`config.mk`:
```
export PLATFORM = sky130hd
export DESIGN_NAME = cpu_controller_flat
export DESIGN_NICKNAME = d
export VERILOG_FILES = /design/src/rtl/cpu_controller_if.sv /design/src/rtl/cpu_controller.sv /design/src/flat_wrapper.sv
export SDC_FILE = /design/constraint.sdc
export NUM_CORES = 1
export LEC_CHECK = 0
export BUFFER_PORTS_ARGS = -buffer_cell sky130_fd_sc_hd__buf_4
export CAP_MARGIN = 30
export CELL_PAD_IN_SITES_DETAIL_PLACEMENT = 0
export CELL_PAD_IN_SITES_GLOBAL_PLACEMENT = 1
export CORE_ASPECT_RATIO = 1.4
export CORE_MARGIN = 3
export CORE_UTILIZATION = 25
export DETAILED_ROUTE_END_ITERATION = 7
export PLACE_DENSITY_LB_ADDON = 0.15
export SETUP_SLACK_MARGIN = 0.3
export SLEW_MARGIN = 20
export SYNTH_ARGS = -nofsm -noshare
export SYNTH_HDL_FRONTEND = slang
export SYNTH_SLANG_ARGS = --single-unit
```
`constraint.sdc`:
```
create_clock -name clk -period 4 [get_ports clk]
set_clock_uncertainty 0.1 [all_clocks]
set_input_delay 0.6 -clock clk [delete_from_list [all_inputs] [get_ports clk]]
set_output_delay 0.6 -clock clk [all_outputs]
set_load 0.05 [all_outputs]
```
`src/rtl/cpu_controller_if.sv`:
```
// Bus between cpu_controller and its driver: instruction/handshake inputs,
// datapath control outputs, and debug visibility of the FSM state and IR.
interface cpu_controller_if;
  // Handshake: load captures 'in' and s starts execution, both sampled on a
  // rising edge and acted on only while w = 1; w = 1 means idle and ready.
  logic [15:0] in;
  logic        load;
  logic        s;
  logic        w;
  logic        loada;
  logic        loadb;
  logic        loadc;
  logic        loads;
  logic        asel;
  logic        bsel;
  logic        vsel;
  logic        write;
  logic [1:0]  ALUop;
  logic [1:0]  shift;
  logic [2:0]  readnum;
  logic [2:0]  writenum;
  logic [15:0] datapath_in;
  logic        illegal;
  logic [2:0]  dbg_state;
  logic [15:0] dbg_ir;

  modport master (
    output in, load, s,
    input  w, loada, loadb, loadc, loads, asel, bsel, vsel, write,
    input  ALUop, shift, readnum, writenum, datapath_in, illegal,
    input  dbg_state, dbg_ir
  );

  modport slave (
    input  in, load, s,
    output w, loada, loadb, loadc, loads, asel, bsel, vsel, write,
    output ALUop, shift, readnum, writenum, datapath_in, illegal,
    output dbg_state, dbg_ir
  );
endinterface

```
`src/rtl/cpu_controller.sv`:
```
// Instruction register plus Moore control FSM driving the datapath controls.
// Define CPU_CONTROLLER_ILLEGAL_TRAP_EN to trap illegal encodings in HALT.
module cpu_controller (
  input  logic            clk,
  input  logic            reset,
  cpu_controller_if.slave bus
);

  typedef enum logic [2:0] {
    ST_WAIT      = 3'd0,
    ST_DECODE    = 3'd1,
    ST_WRITE_IMM = 3'd2,
    ST_GET_A     = 3'd3,
    ST_GET_B     = 3'd4,
    ST_COMPUTE   = 3'd5,
    ST_WRITE_REG = 3'd6
`ifdef CPU_CONTROLLER_ILLEGAL_TRAP_EN
    , ST_HALT    = 3'd7
`endif
  } state_t;

  state_t      state_q, state_d;
  logic [15:0] ir_q, ir_d;

  logic [2:0]  opcode;
  logic [1:0]  op;
  logic [2:0]  rn, rd, rm;
  logic [1:0]  sh;
  logic [15:0] sximm8;

  logic is_mov_imm, is_mov_reg, is_add, is_cmp, is_and, is_mvn;
  logic [1:0] alu_op;

  always_comb begin
    opcode = ir_q[15:13];
    op     = ir_q[12:11];
    rn     = ir_q[10:8];
    rd     = ir_q[7:5];
    sh     = ir_q[4:3];
    rm     = ir_q[2:0];
    sximm8 = {{8{ir_q[7]}}, ir_q[7:0]};
  end

  always_comb begin
    is_mov_imm = (opcode == 3'b110) && (op == 2'b10);
    is_mov_reg = (opcode == 3'b110) && (op == 2'b00);
    is_add     = (opcode == 3'b101) && (op == 2'b00);
    is_cmp     = (opcode == 3'b101) && (op == 2'b01);
    is_and     = (opcode == 3'b101) && (op == 2'b10);
    is_mvn     = (opcode == 3'b101) && (op == 2'b11);
    // The ALU instructions carry their ALU operation in op; MOV-reg is a pass-through add.
    alu_op     = is_mov_reg ? 2'b00 : op;
  end

  // The IR only moves while idle, so fields stay stable across execution.
  always_comb begin
    ir_d = ir_q;
    if ((state_q == ST_WAIT) && bus.load) begin
      ir_d = bus.in;
    end
  end

  always_ff @(posedge clk or posedge reset) begin
    if (reset) begin
      ir_q <= 16'h0000;
    end else begin
      ir_q <= ir_d;
    end
  end

  always_ff @(posedge clk or posedge reset) begin
    if (reset) begin
      state_q <= ST_WAIT;
    end else begin
      state_q <= state_d;
    end
  end

  always_comb begin
    state_d = state_q;
    case (state_q)
      ST_WAIT: begin
        if (bus.s) begin
          state_d = ST_DECODE;
        end
      end
      ST_DECODE: begin
        if (is_mov_imm) begin
          state_d = ST_WRITE_IMM;
        end else if (is_mov_reg || is_mvn) begin
          state_d = ST_GET_B;
        end else if (is_add || is_cmp || is_and) begin
          state_d = ST_GET_A;
        end else begin
`ifdef CPU_CONTROLLER_ILLEGAL_TRAP_EN
          state_d = ST_HALT;
`else
          state_d = ST_WAIT;
`endif
        end
      end
      ST_WRITE_IMM: state_d = ST_WAIT;
      ST_GET_A:     state_d = ST_GET_B;
      ST_GET_B:     state_d = ST_COMPUTE;
      ST_COMPUTE:   state_d = is_cmp ? ST_WAIT : ST_WRITE_REG;
      ST_WRITE_REG: state_d = ST_WAIT;
`ifdef CPU_CONTROLLER_ILLEGAL_TRAP_EN
      ST_HALT:      state_d = ST_HALT;
`endif
      default:      state_d = ST_WAIT;
    endcase
  end

  always_comb begin
    bus.w           = (state_q == ST_WAIT);
    bus.loada       = 1'b0;
    bus.loadb       = 1'b0;
    bus.loadc       = 1'b0;
    bus.loads       = 1'b0;
    bus.asel        = 1'b0;
    bus.bsel        = 1'b0;
    bus.vsel        = 1'b0;
    bus.write       = 1'b0;
    bus.ALUop       = 2'b00;
    bus.shift       = 2'b00;
    bus.readnum     = 3'd0;
    bus.writenum    = 3'd0;
    bus.datapath_in = {11'b0, ir_q[4:0]};
    bus.dbg_state   = state_q;
    bus.dbg_ir      = ir_q;
`ifdef CPU_CONTROLLER_ILLEGAL_TRAP_EN
    bus.illegal     = (state_q == ST_HALT);
`else
    bus.illegal     = 1'b0;
`endif
    case (state_q)
      ST_WRITE_IMM: begin
        bus.vsel        = 1'b1;
        bus.write       = 1'b1;
        bus.writenum    = rn;
        bus.datapath_in = sximm8;
      end
      ST_GET_A: begin
        bus.readnum = rn;
        bus.loada   = 1'b1;
      end
      ST_GET_B: begin
        bus.readnum = rm;
        bus.loadb   = 1'b1;
      end
      ST_COMPUTE: begin
        bus.shift = sh;
        bus.ALUop = alu_op;
        bus.asel  = is_mov_reg;
        bus.loads = is_cmp;
        bus.loadc = !is_cmp;
      end
      ST_WRITE_REG: begin
        bus.write    = 1'b1;
        bus.writenum = rd;
      end
      default: begin
      end
    endcase
  end

endmodule
```
`src/flat_wrapper.sv`:
```
// flat-port wrapper written by rule: the top's interface ports become plain ports
module cpu_controller_flat 
  (clk, reset, bus_in, bus_load, bus_s, bus_w, bus_loada, bus_loadb, bus_loadc, bus_loads, bus_asel, bus_bsel, bus_vsel, bus_write, bus_ALUop, bus_shift, bus_readnum, bus_writenum, bus_datapath_in, bus_illegal, bus_dbg_state, bus_dbg_ir);
  cpu_controller_if bus_i ();
  input  logic clk;
  input  logic reset;
  input wire logic [$bits(bus_i.in)-1:0] bus_in;
  input wire logic [$bits(bus_i.load)-1:0] bus_load;
  input wire logic [$bits(bus_i.s)-1:0] bus_s;
  output wire logic [$bits(bus_i.w)-1:0] bus_w;
  output wire logic [$bits(bus_i.loada)-1:0] bus_loada;
  output wire logic [$bits(bus_i.loadb)-1:0] bus_loadb;
  output wire logic [$bits(bus_i.loadc)-1:0] bus_loadc;
  output wire logic [$bits(bus_i.loads)-1:0] bus_loads;
  output wire logic [$bits(bus_i.asel)-1:0] bus_asel;
  output wire logic [$bits(bus_i.bsel)-1:0] bus_bsel;
  output wire logic [$bits(bus_i.vsel)-1:0] bus_vsel;
  output wire logic [$bits(bus_i.write)-1:0] bus_write;
  output wire logic [$bits(bus_i.ALUop)-1:0] bus_ALUop;
  output wire logic [$bits(bus_i.shift)-1:0] bus_shift;
  output wire logic [$bits(bus_i.readnum)-1:0] bus_readnum;
  output wire logic [$bits(bus_i.writenum)-1:0] bus_writenum;
  output wire logic [$bits(bus_i.datapath_in)-1:0] bus_datapath_in;
  output wire logic [$bits(bus_i.illegal)-1:0] bus_illegal;
  output wire logic [$bits(bus_i.dbg_state)-1:0] bus_dbg_state;
  output wire logic [$bits(bus_i.dbg_ir)-1:0] bus_dbg_ir;
  assign bus_i.in = bus_in;
  assign bus_i.load = bus_load;
  assign bus_i.s = bus_s;
  assign bus_w = bus_i.w;
  assign bus_loada = bus_i.loada;
  assign bus_loadb = bus_i.loadb;
  assign bus_loadc = bus_i.loadc;
  assign bus_loads = bus_i.loads;
  assign bus_asel = bus_i.asel;
  assign bus_bsel = bus_i.bsel;
  assign bus_vsel = bus_i.vsel;
  assign bus_write = bus_i.write;
  assign bus_ALUop = bus_i.ALUop;
  assign bus_shift = bus_i.shift;
  assign bus_readnum = bus_i.readnum;
  assign bus_writenum = bus_i.writenum;
  assign bus_datapath_in = bus_i.datapath_in;
  assign bus_illegal = bus_i.illegal;
  assign bus_dbg_state = bus_i.dbg_state;
  assign bus_dbg_ir = bus_i.dbg_ir;
  cpu_controller u_core (.clk(clk), .reset(reset), .bus(bus_i));
endmodule
```
## Word level (Yosys, flattened, before mapping)

Cells that the tools add are included.
Widths: inputs -> output; s select.

| word-level totals | value |
|---|---|
| register bits after elaboration | 19 |
| bits of input ports | 20 |
| output and inout port bits | 55 |
| logic and storage cells | 47 |

| operators by class | value |
|---|---|
| equality and inequality tests | 12 |
| multiplexer cells | 19 |
| reductions and logical operators | 14 |

Operators with widths:

| cell | number |
|---|---|
| $mux 16 | 1 |
| $eq 3x3->1 const B | 5 |
| $pmux 3 s5 | 1 |
| $mux 3 | 4 |
| $pmux 3 s2 | 2 |
| $mux 2 | 4 |
| $logic_and 1x1->1 | 7 |
| $mux 1 | 7 |
| $eq 3x2->1 const B | 2 |
| $eq 2x2->1 const B | 2 |
| $eq 3x1->1 const B | 1 |
| $logic_not 3->1 | 1 |
| $logic_or 1x1->1 | 3 |
| $eq 2x1->1 const B | 1 |
| $logic_not 2->1 | 1 |
| $ne 2x2->1 const B | 1 |
| $reduce_or 2->1 | 1 |
| $logic_not 1->1 | 1 |

## Logic depth before layout (Yosys ltp)

Gate-level depths: netlist (run 1).

| logic depth | value |
|---|---|
| word-level depth | 8 |
| mapped depth | 6 |
| depth with buffers taken out | 3 |

## Least setup slack after synthesis (run 1)

OpenSTA, ideal clock, no wires.

| timing path | value |
|---|---|
| path type | register to output |
| start point | register u_core.state_q[0], in the netlist u_core.bus.dbg_state[0] |
| end point | output bus_readnum[0] |
| data arrival time | 2.683 ns |
| data required time | 3.300 ns |
| path slack | 0.617 ns |
| stages on the path, launching flop included | 4 |
| path buffers | 1 |
| cells stage by stage | dfrtp_1 -> buf_6 -> nor3b_1 -> a22o_1 |

| on the way | value |
|---|---|
| word-level cells in the longest chain between the ends | 2 |
| elaborated cells between the ends (all ways) | 3 |
| classes of those cells | eq/ne: 2; mux: 1 |

Ends and longest elaborated chain:

| what | RTL line | text |
|---|---|---|
| from (decl) | cpu_controller.sv:22 | `state_t state_q, state_d;` |
| from (signal assigned) | cpu_controller.sv:75 | `state_q <= state_d;` |
| $eq 3x3->1 / $eq 3x2->1 (equally long branches) | cpu_controller.sv:136 | `case (state_q)` |
| $pmux 3 s2 * | cpu_controller.sv:136 |  |
| to (decl) | flat_wrapper.sv:21 | `output wire logic [$bits(bus_i.readnum)-1:0] bus_readnum;` |

Every way passes the cells marked *; elsewhere a longest branch is shown, timed or not.

## Final worst setup path (run 1)

| timing path | value |
|---|---|
| start point | register u_core.state_q[2], in the netlist u_core.bus.dbg_state[2] |
| end point | output bus_readnum[0] |

Same word-level chain as after synthesis.

==> run_results.csv, run 1 <==
group,metric,value,unit
clocking,cts_resized,0,
floorplanning,boundaryPins,75,
worst_setup_path,worstPathRequired,3.30,ns
clocking,tritoncts,"yes",
drt,detailedRoute.firstIterationViolations,13,
yosys,synth_cell_types,33,
yosys,synth_sequential_area_ratio,0.3983,
worst_setup_path,critical-path-max-stage-delay,0.65,ns
yosys,largest_family_of_logic_cells_by_synthesized_area,"multiplexers",
worst_setup_path,cp_cell_sequence,"nor3b_1, a22o_1, buf_4",
yosys,synth_compound_gate_area_share,0.05451,
run_status,run_status,"completed",
floorplanning,die_x,64.40,um
clocking,cts.clk_slew.worst_paths,0.07,ns
clocking,htreeDepth,1,
drt,drt_drc_violations_left,0,
yosys,yosys.area_share.simple,0.1897,
yosys,synthAdderAreaFrac,0,
timing,setup_viol,0,
timing,grt_setup_unrepaired,"no",
floorplanning,initial_utilization,0.2611,
global_route,groute.usage.overall,0.1143,
worst_setup_path,timing.critical_path.from_type,"flip-flop",
worst_setup_path,path_depth,3,
clocking,cts_made_buffers,3,
global_route,antenna_violations_before_repair,0,
drt,routed_wl,3.140,mm
worst_setup_path,largest_fanout_on_the_critical_path,15,
global_route,grt_pass1_wl,5.023,mm
cells_and_area,area.growth.synth_to_final,41.82,%
timing,min_period,2.517,ns
drt,detail_route.vias_per_cell,4.320,
worst_setup_path,cp_slowest_cell,"sky130_fd_sc_hd__dfrtp_1",
global_route,globalRouteOverflowTotal,0,
worst_setup_path,worst-setup-path-type,"flip-flop to primary output",
clocking,post_cts.repair.setup_buffers,0,
worst_hold_path,timing.hold.worst.class,"input pin to asynchronous set/reset pin",
yosys,synth_xor_area_frac,0,
placed_design,buffer_ports.inserted,72,
floorplanning,die_h,87.76,um
drt,drt_pre_antenna_iters,3,
worst_setup_path,crit_family,"flip-flops",
yosys,yosysWarningCount,0,
floorplanning,floorplan.rows,29,
clocking,clk_root_buffer_cell,"sky130_fd_sc_hd__clkbuf_8",
timing,fin_tns_setup,0,ns
placed_design,place_congestion,0.7252,
drt,ant_nets,0,
timing,max-slew-margin-rel,0.4958,
clocking,ctsLongestPathBuffers,2,
clocking,clkLatencyLatePin,0.25,ns
yosys,mapped_cells,109,
yosys,asyncSetResetFlopFracSynth,1.000,
cells_and_area,final_net_count,187,
yosys,synth_enable_flop_cells,0,
worst_setup_path,crit_path_arrival_time,1.82,ns
yosys,syn_area,1194,um^2
timing,min_period_over_period,0.6293,
drt,detailroute.via_count,985,
cells_and_area,ant_diodes,0,
global_route,grt_start_max_net_pins,20,
clocking,clock_sink_count,19,
timing,hold_viol,0,
worst_setup_path,timing.critical_path.buf_inv,1,
floorplanning,fp.coreArea,4572,um^2
yosys,synth_mux_area_frac,0.2075,
worst_setup_path,reg2regPathDepth,3,
cells_and_area,drive_gt1_frac,0.5663,
drt,drt-wirelength-per-cell,13.77,um
worst_setup_path,setup.worst_path.end_class,"primary output",
timing,final_max_slew_viol_count,0,
yosys,post_synth.cell_area_avg,10.95,um^2
flow_run,max-cap-violations,0,
clocking,cts-hold-fix-buffers,0,
timing,clock.fmax,397.3,MHz
floorplanning,die-area,5651,um^2
placed_design,placed_wire_length_estimate,2.535,mm
yosys,dominantRegCellSynth,"sky130_fd_sc_hd__dfrtp_1",
yosys,synth_seq_cells,19,
global_route,grt_pass1_vias,1023,
timing,worst-slew-pin-transition,0.7555,ns
[metal layers]
layer | global-route usage | vias up | share of wire
met5 | 0 | - | 0
met4 | 0.04615 | 0 | 0.013
met3 | 0.02182 | 4 | 0.068
met2 | 0.2077 | 43 | 0.52
met1 | 0.1309 | 466 | 0.40
li1 | - | 472 | -
[cells by family (layout without fill, tap and decap cells)]
| kind of cell | Yosys count | in the layout |
|---|---|---|
| buf+inv | 22 | 78 |
| other cells | 1 | 2 |
| simple gates | 39 | 39 |
| mux | 19 | 19 |
| flops | 19 | 19 |
| compound gates | 9 | 9 |
[cell usage after synthesis (2+ instances only)]
| cell type | count | area [um^2] |
|---|---|---|
| sky130_fd_sc_hd__a22o_1 | 3 | 26.28 |
| sky130_fd_sc_hd__nor2b_1 | 3 | 18.77 |
| sky130_fd_sc_hd__and3b_1 | 2 | 17.52 |
| sky130_fd_sc_hd__mux2i_1 | 3 | 30.03 |
| sky130_fd_sc_hd__mux2_4 | 10 | 150.1 |
| sky130_fd_sc_hd__nand3_1 | 3 | 15.01 |
| sky130_fd_sc_hd__buf_4 | 15 | 112.6 |
| sky130_fd_sc_hd__and3_1 | 3 | 18.77 |
| sky130_fd_sc_hd__and2_1 | 6 | 37.54 |
| sky130_fd_sc_hd__nand2b_1 | 2 | 12.51 |
| sky130_fd_sc_hd__nand2_1 | 3 | 11.26 |
| sky130_fd_sc_hd__nand3b_1 | 2 | 15.01 |
| sky130_fd_sc_hd__mux2_2 | 6 | 67.56 |
| sky130_fd_sc_hd__nor2_1 | 9 | 33.78 |
| sky130_fd_sc_hd__inv_1 | 2 | 7.510 |
| sky130_fd_sc_hd__a21oi_1 | 2 | 10.01 |
| sky130_fd_sc_hd__dfrtp_1 | 19 | 475.5 |
[through the flow]
stage / area, um^2 / utilization / setup slack, ns / hold WS [ns] / std cells
final: 1693 / 0.3703 / 1.483 / 0.3802 / 228
after global routing: 1693 / 0.3703 / 1.291 / 0.4456 / 228
after detailed placement: 1648 / 0.3604 / 1.743 / 0.4490 / 224
after global placement: 1648 / 0.3604 / 1.787 / 0.4448 / 224
after floorplan: 1197 / - / 0.6166 / 0.4511 / 110
after CTS: 1693 / 0.3703 / 1.444 / 0.4176 / 228
[worst paths after layout]
check	to	slack (ns)	startpoint
worst min register to register	u_core.bus.dbg_ir[3]	0.48	u_core.bus.dbg_ir[3]
worst max register to register	u_core.bus.dbg_ir[12]	2.17	u_core.bus.dbg_state[2]
worst max-delay path	bus_readnum[0]	1.48	u_core.bus.dbg_state[2]
min in group clk	u_core.bus.dbg_ir[11]	0.47	bus_in[11]
max in group asynchronous	u_core.bus.dbg_ir[5]	2.95	reset
worst min-delay path	u_core.bus.dbg_ir[3]	0.38	reset
[layout by cell type (no fill, tap or decap), types with 3 or more instances in the layout]
cell type                  instances
sky130_fd_sc_hd__buf_4            72
sky130_fd_sc_hd__dfrtp_1          19
sky130_fd_sc_hd__mux2_4           10
sky130_fd_sc_hd__nor2_1            9
sky130_fd_sc_hd__and2_1            6
sky130_fd_sc_hd__mux2_2            6
sky130_fd_sc_hd__nor2b_1           3
sky130_fd_sc_hd__mux2i_1           3
sky130_fd_sc_hd__and3_1            3
sky130_fd_sc_hd__a22o_1            3
sky130_fd_sc_hd__nand3_1           3
sky130_fd_sc_hd__nand2_1           3
sky130_fd_sc_hd__clkbuf_8          3
[flip-flops by register name (all words and copies together), names as in the netlist]
| name | flops |
|---|---|
| u_core.bus.dbg_state | 3 |
| u_core.bus.dbg_ir | 16 |
[area by class of cell]
class,count,area (um^2)
Fill cell,511,2879
Timing Repair Buffer,72,540.5
Inverter,2,7.507
Multi-Input combinational cell,69,546.8
Sequential cell,19,475.5
Tap cell,62,77.57
Clock buffer,4,45.04
Power of run 1 is left out: the tool's default activity adds up to more than one toggle a clock period on the data nets, which glitch-free logic cannot reach.
==> run 2: changes to the inputs <==
==> constraint.sdc (replaced) <==
create_clock -name clk -period 2.05 [get_ports clk]
set_clock_uncertainty 0.1 [all_clocks]
set_input_delay 0.3075 -clock clk [delete_from_list [all_inputs] [get_ports clk]]
set_output_delay 0.3075 -clock clk [all_outputs]
set_load 0.05 [all_outputs]
==> run 2 against run 1 <==
  * Register-to-register slack got worse by 1.9 ns
  * Non-clock buffer count grew 24
  * Critical endpoint unchanged
  * Cell area up 33%
  * First-iteration DRC count increased by 100%
==> run_results.csv, run 2 (same netlist as run 1, synthesis figures left out) <==
group,metric,value,unit
clocking,clkLatencyLatePin,0.25,ns
worst_setup_path,largest_fanout_on_the_critical_path,4,
clocking,htreeDepth,1,
timing,setup_viol,0,
global_route,grt_pass1_wl,5.609,mm
clocking,ctsLongestPathBuffers,2,
drt,detail_route.vias_per_cell,4.383,
clocking,clk_root_buffer_cell,"sky130_fd_sc_hd__clkbuf_8",
floorplanning,floorplan.rows,29,
cells_and_area,layout_commonest_cell,"sky130_fd_sc_hd__buf_4",
cells_and_area,final_cell_area,2246,um^2
worst_setup_path,cp_slowest_cell,"sky130_fd_sc_hd__dfrtp_2",
timing,final_max_slew_viol_count,0,
floorplanning,die_h,87.76,um
timing,grt_setup_unrepaired,"yes",
floorplanning,fp.coreArea,4572,um^2
clocking,cts-hold-fix-buffers,0,
clocking,cts_made_buffers,3,
placed_design,buffer_ports.inserted,72,
run_status,run_status,"completed",
flow_run,max-cap-violations,0,
drt,routed_wl,3.633,mm
clocking,clock_sink_count,19,
global_route,grt_pass1_vias,1133,
timing,clock.fmax,537.4,MHz
cells_and_area,layout.filler_cells,426,
cells_and_area,max_ffs_per_register,16,
worst_setup_path,timing.critical_path.from_type,"flip-flop",
placed_design,placed_wire_length_estimate,2.558,mm
timing,min_period_over_period,0.9077,
cells_and_area,multiInputGateArea,704.4,um^2
timing,worst-slew-pin-transition,0.7205,ns
drt,drt-wirelength-per-cell,14.36,um
cells_and_area,ant_diodes,0,
drt,drt_drc_violations_left,0,
worst_setup_path,crit_path_arrival_time,1.45,ns
global_route,groute.usage.overall,0.1281,
cells_and_area,area.sequential,481.7,um^2
drt,ant_nets,0,
global_route,antenna_violations_before_repair,0,
floorplanning,boundaryPins,75,
worst_setup_path,timing.critical_path.buf_inv,1,
cells_and_area,area.growth.synth_to_final,88.15,%
timing,min_period,1.861,ns
cells_and_area,drive_gt1_frac,0.8063,
worst_setup_path,critical-path-max-stage-delay,0.42,ns
drt,drt_pre_antenna_iters,3,
drt,detailedRoute.firstIterationViolations,26,
worst_setup_path,crit_family,"flip-flops",
drt,detailroute.via_count,1109,
clocking,tritoncts,"yes",
worst_hold_path,timing.hold.worst.class,"input pin to asynchronous set/reset pin",
placed_design,place_area,1749,um^2
clocking,cts.clk_slew.worst_paths,0.07,ns
timing,minimum_setup_slack_in_the_final_design,0.1892,ns
cells_and_area,final_net_count,212,
global_route,grt_start_max_net_pins,20,
timing,max-slew-margin-rel,0.5191,
floorplanning,die-area,5651,um^2
worst_setup_path,cp_cell_sequence,"nor2b_2, and2_4, a22o_2, buf_8",
cells_and_area,layout_common_cells,"sky130_fd_sc_hd__buf_4 (66), sky130_fd_sc_hd__buf_8 (20), sky130_fd_sc_hd__dfrtp_1 (14)",
floorplanning,die_x,64.40,um
worst_setup_path,worstPathRequired,1.64,ns
timing,hold_viol,0,
placed_design,place_worst_setup_slack,0.2870,ns
floorplanning,initial_utilization,0.2611,
worst_setup_path,setup.worst_path.end_class,"primary output",
placed_design,place_congestion,0.7196,
global_route,globalRouteOverflowTotal,0,
cells_and_area,fin_util,0.4912,
worst_setup_path,worst-setup-path-type,"flip-flop to primary output",
## run 2: cell count changes in the layout (fill, tap and decap cells not counted), moves of 3 or more
cell                      change
sky130_fd_sc_hd__buf_8       +20
sky130_fd_sc_hd__buf_6        +8
sky130_fd_sc_hd__nor2_1       -7
sky130_fd_sc_hd__nor2_4       +7
sky130_fd_sc_hd__and2_1       -6
sky130_fd_sc_hd__and2_4       +6
sky130_fd_sc_hd__buf_4        -6
sky130_fd_sc_hd__dfrtp_1      -5
sky130_fd_sc_hd__dfrtp_2      +5
sky130_fd_sc_hd__and3_4       +4
sky130_fd_sc_hd__a22o_1       -3
sky130_fd_sc_hd__and3_1       -3
## run 2: area by class of cell
| class | count | share of cell area |
|---|---|---|
| clock buffer | 4 | 0.02006 |
| tap | 62 | 0.03454 |
| timing repair buffer | 96 | 0.4123 |
| multi-input combinational | 70 | 0.3136 |
| sequential | 19 | 0.2145 |
| inverter | 2 | 0.005014 |
## run 2: through the flow
stage,instances,hold WS [ns],setup TNS [ns]
final,253,0.07211,0
after global routing,253,0.1421,0
after floorplan,110,0.1584,-1.355
after global placement,224,0.3828,0
after detailed placement,224,0.3994,0
after CTS,247,0.1144,0
## run 2: final timing paths
check	startpoint	to	slack [ns]	cells after the start
worst max-delay path	u_core.bus.dbg_state[0]	bus_readnum[0]	0.19	4
worst min-delay path	reset	u_core.bus.dbg_ir[3]	0.07	2
worst max register to register	u_core.bus.dbg_state[2]	u_core.bus.dbg_ir[10]	0.26	5
worst min register to register	u_core.bus.dbg_ir[4]	u_core.bus.dbg_ir[4]	0.49	1
max in group asynchronous	reset	u_core.bus.dbg_state[0]	1.28	2
min in group clk	bus_in[3]	u_core.bus.dbg_ir[3]	0.18	2
## run 2: routing by layer
layer | up-vias | routed length (um) | part of all wire | global-route usage
met3 | 2 | 255 | 0.070 | 0.03081
met1 | 535 | 1285 | 0.35 | 0.1433
li1 | 527 | - | - | -
met4 | 0 | 19 | 0.0052 | 0.04038
met2 | 45 | 2074 | 0.57 | 0.2378
met5 | - | 0 | 0 | 0
## run 2: worst reg2reg max path: cells and delay by family, from the launching register on
kind | cells | cell delay, ns
DFF | 1 | 0.48
buffers and inverters | 2 | 0.34
and+or+nand+nor | 2 | 0.45
muxes | 1 | 0.30
## run 2: timing repair
item	CTS	global route
resized for setup	40	30
setup endpoints to repair	28	45
buffers inserted	18	6
pin swaps	7	10
cloned	1	0
Power of run 2 is left out for the same reason.
==> run 3: changes to the inputs <==
--- a/config.mk
+++ b/config.mk
@@ -14,7 +14,7 @@
 export CORE_UTILIZATION = 25
 export DETAILED_ROUTE_END_ITERATION = 7
 export PLACE_DENSITY_LB_ADDON = 0.15
-export SETUP_SLACK_MARGIN = 0.3
+export SETUP_SLACK_MARGIN = 0.05
 export SLEW_MARGIN = 20
 export SYNTH_ARGS = -nofsm -noshare
 export SYNTH_HDL_FRONTEND = slang
==> run 3 against run 2 <==
  * Register-to-register slack better by 0.03 ns
  * Wire length is 11% lower
  * Global-route usage is 0.74 points lower
  * Flip-flop and latch count stayed put
  * Fmax is 2.8% lower
  * Via count is 9.5% lower
  * Sequential share of layout area is 5.0 points higher
  * Hold slack better by 0.013 ns
  * Cell count is 7.1% lower
  * First-iteration DRC count is 62% higher
==> run_results.csv, run 3 (same netlist as run 1, synthesis figures left out) <==
group,metric,value,unit
worst_setup_path,worstPathRequired,1.64,ns
drt,ant_nets,0,
cells_and_area,layout.filler_cells,491,
floorplanning,boundaryPins,75,
clocking,tritoncts,"yes",
cells_and_area,fin_util,0.3960,
placed_design,place_worst_setup_slack,0.2772,ns
floorplanning,die_h,87.76,um
worst_setup_path,worst-setup-path-type,"flip-flop to primary output",
clocking,clk_root_buffer_cell,"sky130_fd_sc_hd__clkbuf_8",
floorplanning,die-area,5651,um^2
worst_setup_path,largest_fanout_on_the_critical_path,4,
floorplanning,fp.coreArea,4572,um^2
floorplanning,floorplan.rows,29,
placed_design,buffer_ports.inserted,72,
worst_setup_path,setup.worst_path.end_class,"primary output",
cells_and_area,max_ffs_per_register,16,
worst_hold_path,timing.hold.worst.class,"input pin to asynchronous set/reset pin",
placed_design,placed_wire_length_estimate,2.514,mm
drt,detailedRoute.firstIterationViolations,42,
timing,setup_viol,0,
timing,min_period_over_period,0.9338,
cells_and_area,final_net_count,194,
run_status,run_status,"completed",
timing,clock.fmax,522.4,MHz
placed_design,place_congestion,0.6890,
timing,hold_viol,0,
floorplanning,initial_utilization,0.2611,
clocking,cts_made_buffers,3,
worst_setup_path,crit_path_arrival_time,1.51,ns
worst_setup_path,crit-reg2reg-launch,"u_core.bus.dbg_state[1]",
global_route,groute.usage.overall,0.1207,
clocking,htreeDepth,1,
global_route,grt_start_max_net_pins,20,
clocking,ctsLongestPathBuffers,2,
worst_setup_path,setup.worst_path.start,"u_core.bus.dbg_state[0]",
clocking,clkLatencyLatePin,0.25,ns
drt,detail_route.vias_per_cell,4.272,
timing,minimum_setup_slack_in_the_final_design,0.1358,ns
worst_setup_path,reg2regPathDepth,4,
timing,worst-slew-pin-transition,0.7399,ns
cells_and_area,drive_gt1_frac,0.6763,
timing,fin_tns_setup,0,ns
drt,routed_wl,3.235,mm
timing,final_max_slew_viol_count,0,
placed_design,place_area,1710,um^2
cells_and_area,final_cell_area,1810,um^2
cells_and_area,ant_diodes,0,
clocking,cts-hold-fix-buffers,0,
global_route,globalRouteOverflowTotal,0,
flow_run,max-cap-violations,0,
drt,detailroute.via_count,1004,
timing,max-slew-margin-rel,0.5062,
timing,grt_setup_unrepaired,"no",
global_route,antenna_violations_before_repair,0,
worst_setup_path,timing.critical_path.from_type,"flip-flop",
cells_and_area,layout_common_cells,"sky130_fd_sc_hd__buf_4 (79), sky130_fd_sc_hd__dfrtp_1 (16), sky130_fd_sc_hd__mux2_4 (10)",
global_route,grt_pass1_vias,1033,
drt,drt_pre_antenna_iters,2,
cells_and_area,multiInputGateArea,608.1,um^2
cells_and_area,layout_commonest_cell,"sky130_fd_sc_hd__buf_4",
global_route,grt_pass1_wl,5.264,mm
clocking,clock_sink_count,19,
cells_and_area,area.sequential,479.2,um^2
timing,min_period,1.914,ns
drt,drt-wirelength-per-cell,13.77,um
clocking,cts.clk_slew.worst_paths,0.07,ns
drt,drt_drc_violations_left,0,
cells_and_area,area.growth.synth_to_final,51.68,%
floorplanning,die_x,64.40,um
## run 3: through the flow
step                cells  hold slack, ns
floorplan             110          0.1584
global placement      224          0.3877
detailed placement    224          0.3782
CTS                   232          0.1097
global route          235          0.1541
finish                235         0.08535
## run 3: final timing paths
path                            slack, ns                       to
worst min-delay path                 0.09     u_core.bus.dbg_ir[3]
max in group asynchronous            1.25  u_core.bus.dbg_state[2]
worst max-delay path                 0.14           bus_readnum[1]
worst max register to register       0.29     u_core.bus.dbg_ir[1]
worst min register to register       0.47     u_core.bus.dbg_ir[3]
min in group clk                     0.18    u_core.bus.dbg_ir[11]
## run 3: layout make-up
cell class                      instances  share of cell area
Clock buffer                            4             0.02488
Inverter                                2            0.004147
Multi-Input combinational cell         69              0.3359
Sequential cell                        19              0.2647
Tap cell                               62             0.04285
Timing Repair Buffer                   79              0.3276
## run 3: critical path, stage by stage (launching register included)
cell                      delay (ns)
sky130_fd_sc_hd__dfrtp_2        0.41
sky130_fd_sc_hd__nor2b_2        0.16
sky130_fd_sc_hd__and2_2         0.23
sky130_fd_sc_hd__a22o_2         0.26
sky130_fd_sc_hd__buf_4          0.18
## run 3: layer usage
layer  wire, um  track usage  share of wire  up-vias
met5          0            0              0        -
met4         22      0.04038         0.0068        0
met3        272      0.02567          0.084        2
met2       1668       0.2124           0.52       44
met1       1271       0.1459           0.39      471
li1           -            -              -      487
## run 3: timing repair
item                                    in CTS  in global routing
gates resized for setup                      0                  1
setup buffers                                4                  3
endpoints found under the setup margin       3                  3
hold endpoints to repair                     0                  0
cloned                                       0                  0
Power of run 3 is left out for the same reason.
